--- src/rtl/fetch_stage.sv ---
// Instruction-fetch stage with IF/ID pipeline register and a small return-address
// stack used by branch-to-subroutine and return redirects.
module fetch_stage #(
  parameter int PC_W      = 8,
  parameter int INSTR_W   = 8,
  parameter int RAS_DEPTH = 4
) (
  input  logic               clk,
  input  logic               rst,
  input  logic               stall,
  input  logic               B,
  input  logic               L,
  input  logic               Ret,
  input  logic [PC_W-1:0]    br_target,
  output logic [PC_W-1:0]    imem_addr,
  input  logic [INSTR_W-1:0] imem_data,
  output logic [INSTR_W-1:0] if_id_instr,
  output logic [PC_W-1:0]    if_id_pc1,
  output logic               if_id_valid,
  output logic               ras_ovf,
  output logic               ras_udf
);

  localparam int PTR_W = $clog2(RAS_DEPTH);
  localparam int CNT_W = PTR_W + 1;

  logic [PC_W-1:0]  pc;
  logic [PC_W-1:0]  pc_inc;
  logic [PC_W-1:0]  target;
  logic [PC_W-1:0]  ras_top;
  logic [PC_W-1:0]  ras_mem [RAS_DEPTH];
  logic [PTR_W-1:0] ras_ptr;
  logic [PTR_W-1:0] ras_ptr_dec;
  logic [PTR_W-1:0] ras_ptr_inc;
  logic [CNT_W-1:0] ras_count;
  logic             ras_empty;
  logic             ras_full;
  logic             redirect;
  logic             push;
  logic             pop;

  assign imem_addr   = pc;
  assign pc_inc      = pc + PC_W'(1);

  // A bubble in IF/ID can never redirect, so stale decode of a flushed slot is harmless.
  assign redirect    = B & if_id_valid & ~stall;
  assign pop         = redirect & Ret;
  assign push        = redirect & L & ~Ret;

  assign ras_ptr_dec = ras_ptr - PTR_W'(1);
  assign ras_ptr_inc = ras_ptr + PTR_W'(1);
  assign ras_empty   = (ras_count == '0);
  assign ras_full    = (ras_count == CNT_W'(RAS_DEPTH));
  assign ras_top     = ras_empty ? '0 : ras_mem[ras_ptr_dec];
  assign target      = Ret ? ras_top : br_target;

  always_ff @(posedge clk or negedge rst) begin
    if (!rst) begin
      pc          <= '0;
      if_id_instr <= '0;
      if_id_pc1   <= '0;
      if_id_valid <= 1'b0;
    end else if (!stall) begin
      if (redirect) begin
        // The word fetched on the wrong path this cycle is dropped; pc1 is left alone.
        pc          <= target;
        if_id_instr <= '0;
        if_id_valid <= 1'b0;
      end else begin
        pc          <= pc_inc;
        if_id_instr <= imem_data;
        if_id_pc1   <= pc_inc;
        if_id_valid <= 1'b1;
      end
    end
  end

  always_ff @(posedge clk or negedge rst) begin
    if (!rst) begin
      for (int i = 0; i < RAS_DEPTH; i++) ras_mem[i] <= '0;
      ras_ptr   <= '0;
      ras_count <= '0;
      ras_ovf   <= 1'b0;
      ras_udf   <= 1'b0;
    end else if (pop) begin
      if (ras_empty) begin
        ras_udf <= 1'b1;
      end else begin
        ras_ptr   <= ras_ptr_dec;
        ras_count <= ras_count - CNT_W'(1);
      end
    end else if (push) begin
      // When full, the circular pointer lands on the oldest entry and overwrites it.
      ras_mem[ras_ptr] <= if_id_pc1;
      ras_ptr          <= ras_ptr_inc;
      if (ras_full) ras_ovf <= 1'b1;
      else          ras_count <= ras_count + CNT_W'(1);
    end
  end

endmodule

--- config.mk ---
export PLATFORM = sky130hd
export DESIGN_NAME = fetch_stage
export DESIGN_NICKNAME = d
export VERILOG_FILES = /design/src/rtl/fetch_stage.sv
export SDC_FILE = /design/constraint.sdc
export NUM_CORES = 1
export LEC_CHECK = 0
export BUFFER_PORTS_ARGS = -buffer_cell sky130_fd_sc_hd__buf_2
export CAP_MARGIN = 30
export CORE_MARGIN = 4
export CORE_UTILIZATION = 56
export DETAILED_ROUTE_END_ITERATION = 7
export HOLD_SLACK_MARGIN = 0.06
export PLACE_DENSITY = 0.86
export SLEW_MARGIN = 20
export SYNTH_ARGS = -nofsm -noshare
export SYNTH_HDL_FRONTEND = slang
export SYNTH_SLANG_ARGS = --single-unit
--- constraint.sdc ---
create_clock -name clk -period 3 [get_ports clk]
set_input_delay 0.3 -clock clk [delete_from_list [all_inputs] [get_ports clk]]
set_output_delay 0.3 -clock clk [all_outputs]
set_load 0.005 [all_outputs]
==> metrics.md <==
| Metric | Value |
|---|---|
| Status | finished, final reports clean |
| Pwr Total | 0.00299 W |
| Final min period | 2320 ps |
| Synth top area share | 0.516 |
| Initial antenna violation count | 0 |
| R2R Path Start | ras_ptr[0] |
| GRT Overall Usage | 0.215 |
| Total of fill cells in the finished design | 393 |
| Setup slack after layout | roughly 680 ps |
| CP Cell Sequence | buf_4 > inv_1 > ha_1 > mux4_2 > a222oi_1 > o21ai_1 |
| EDFF count, synth | 0 |
| Clock Root Buffer | clkbuf_8 |
| I/O Buffers | 48 |
| DRC violations left | 0 |
| Ratio of cells with drive above 1 in the final layout | 0.401 |
| Resized cells post-CTS | 0 |
| FP Rows | 26 |
| Nets | 305 |
| DP HPWL | 4.57 mm |
| Setup TNS | 0 ps |
| Multi-input gate area | about 1400 µm² |
| Synth-to-Final Area Change | 16.1% |
| Initial Util | 0.593 |
| Drt wl/cell | around 19 µm |
| Placed instance area | roughly 3400 µm² |
| Cells after Synth | 223 |
| CTS buffer count | 9 |
| Slew Viols, Final | 0 |
| HP Start | imem_data[0] |
| Post-synth ARST share | 1.00 |
| Hold-fix buffers at CTS | 1 |
| # clock sinks | 64 |
| GRT overflow | 0 |
| Initial DRC Count | 152 |
| DR vias | 2,049 |
| Post-synth top area cell | dfrtp_1 |
| RSZ-0062 raised after global routing | false |
| Clock transition at path regs | 70 ps |
| N_diodes | 0 |
| Register area share after synthesis | 0.516 |
| Crit path from | ras_ptr[0] |
| Clock H-tree levels | 3 |
| Seq. cell area | about 1600 µm² |
| Normalized max-slew margin | 0.462 |
| Die Span Y | between 80 and 90 µm |
| Final non-filler cell area | 3610 µm² |
| CP startpoint kind | flip-flop |
| Routed vias/inst | 5.82 |
| Peak supply drop | 0.503 mV |
| WP data required | 3200 ps |
| Max Cap Viol | 0 |
| Total wire length | roughly 6.5 mm |
| Most used flip-flop cell after synthesis | dfrtp_1 |
| Final Hold Viols | 0 |
| Clock Path Buffers | 2 |
| Fmax | 431 MHz |
| # IOs | 49 |
| Synth top area cells | dfrtp_1 (52%), mux2_4 (15%), mux4_2 (5.8%) |
| GP Congestion | 0.813 |
| Crit path DAT | roughly 2500 ps |
| Syn nets | 251 |
| Vias in the first global route | 1,951 |
| Final Skew | 8.90 ps |
| Die area | 6800 µm² |
| Power Dens Cells | 829 nW/µm² |
| Worst hold-check slack | 193 ps |
| Hold Path Class | primary input to flip-flop |
| Postcts setup bufs | 0 |
| Core area | 5240 µm² |
| Slowest stage cell, crit path | ha_1 |
| Final setup fails | 0 |
| Largest net degree at the start of global routing | 28 |
| Worst-Margin Slew | 807 ps |
| Lkg Pwr | 1.81 nW |
| Synthesized area | between 3000 and 4000 µm² |
| Worst-Skew Late Latency | 340 ps |
| CTS tree | built |
| Worst Setup End Kind | flip-flop |
| First-pass GRT wire length | 10.5 mm |
| Place WS | between 600 and 700 ps |
| Critical Path Fanout Max | 11 |
| Routed Antenna Nets | 0 |
| Critical Path Max Stage Delay | 640 ps |
| Chip Width | approximately 82 µm |
| Yosys reg bits | 64 |
| First-pass DRT Iterations | 5 |
| WS Path Type | flip-flop to flip-flop |
| Post-Syn Area per Cell | 13.9 µm² |
| Library cells used by synthesis | 39 |
| Period utilization | 0.774 |
| YS warnings | 0 |
report_power, final:
group | leakage, nW | internal, W | switching, W
clock | 0.0992 | 0.000364 | 0.000314
sequential | 0.838 | 0.00112 | 0.000245
combinational | 0.869 | 0.000548 | 0.000402
state kept, by name (all words and copies together), names as in the netlist:
name and flops:
if_id_instr 8, if_id_pc1 8, if_id_valid 1, imem_addr 8, ras_count 3, ras_mem 32, ras_ovf 1, ras_ptr 2
ras_udf 1
stage by stage:
step / util / cells
floorplan: - / 223
global placement: 0.652 / 335
detailed placement: 0.652 / 335
CTS: 0.689 / 352
global route: 0.689 / 352
finish: 0.689 / 352
cells in the mapped netlist, drive strengths merged, types with 2 or more instances:
master,instances
nor3,3
xor2,3
mux4,8
nor3b,2
a222oi,3
and2,2
inv,4
nor4b,3
a22oi,4
xnor2,7
a21o,3
a22o,8
buf,3
mux2,33
ha,6
nor2,7
o311ai,2
dfrtp,64
o21ai,13
a21oi,3
nand3,4
clkbuf,7
nand2,21
cell families after synthesis:
logic type / Yosys count / share of synthesized area
multiplexers: 42 / 0.219
XOR/XNOR: 10 / 0.0282
adder cells (fa/ha/maj): 6 / 0.0242
AND/OR/NAND/NOR: 46 / 0.0991
AO/OA/AOI/OAI: 41 / 0.0926
flip-flops: 64 / 0.516
buffers and inverters: 14 / 0.0209
final cells by class:
type | instances | area share
well taps | 70 | 0.0243
repair buffers | 53 | 0.0777
clock inverters | 3 | 0.00416
clock buffers | 13 | 0.0468
multi-input cells | 145 | 0.399
inverters | 4 | 0.00416
flip-flops and latches | 64 | 0.444
path summary, 6_finish.rpt:
check	endpoint	cells after the start	slack, ps
worst min register to register	ras_udf	1	460
worst max-delay path	imem_addr[6]	6	680
max in group asynchronous	ras_mem[15]	3	1800
worst max register to register	imem_addr[6]	6	680
min in group asynchronous	ras_count[1]	2	500
worst min-delay path	if_id_instr[0]	2	190
worst max-delay path: cells and delay by family (launching register included):
family	cells	cell delay (ps)
AOI/OAI and AO/OA	2	450
adders and majority gates	1	640
buffers and inverters	2	370
DFF	1	330
muxes	1	390
layer usage:
layer  up-vias  track usage  part of all wire
met3         6       0.0748             0.090
met2        98        0.325              0.45
li1        934            -                 -
met1      1011        0.300              0.45
met4         0       0.0498            0.0095
met5         -            0                 0
placed cells by master (no fill, tap or decap), drive strengths merged:
cell	count
dfrtp	64
buf	52
mux2	33
nand2	21
clkbuf	13
o21ai	13
mux4	8
a22o	8
xnor2	7
nor2	7
ha	6
inv	4
nand3	4
a22oi	4
a21o	3
nor3	3
a222oi	3
xor2	3
a21oi	3
clkinv	3
nor4b	3
o311ai	2
nor3b	2
and2	2
nand4b	1
and4bb	1
and3	1
a221oi	1
o211ai	1
and3b	1
a31o	1
mux2i	1
a31oi	1
o22ai	1
dlygate4sd3	1
(Power assumes the default switching activity.)
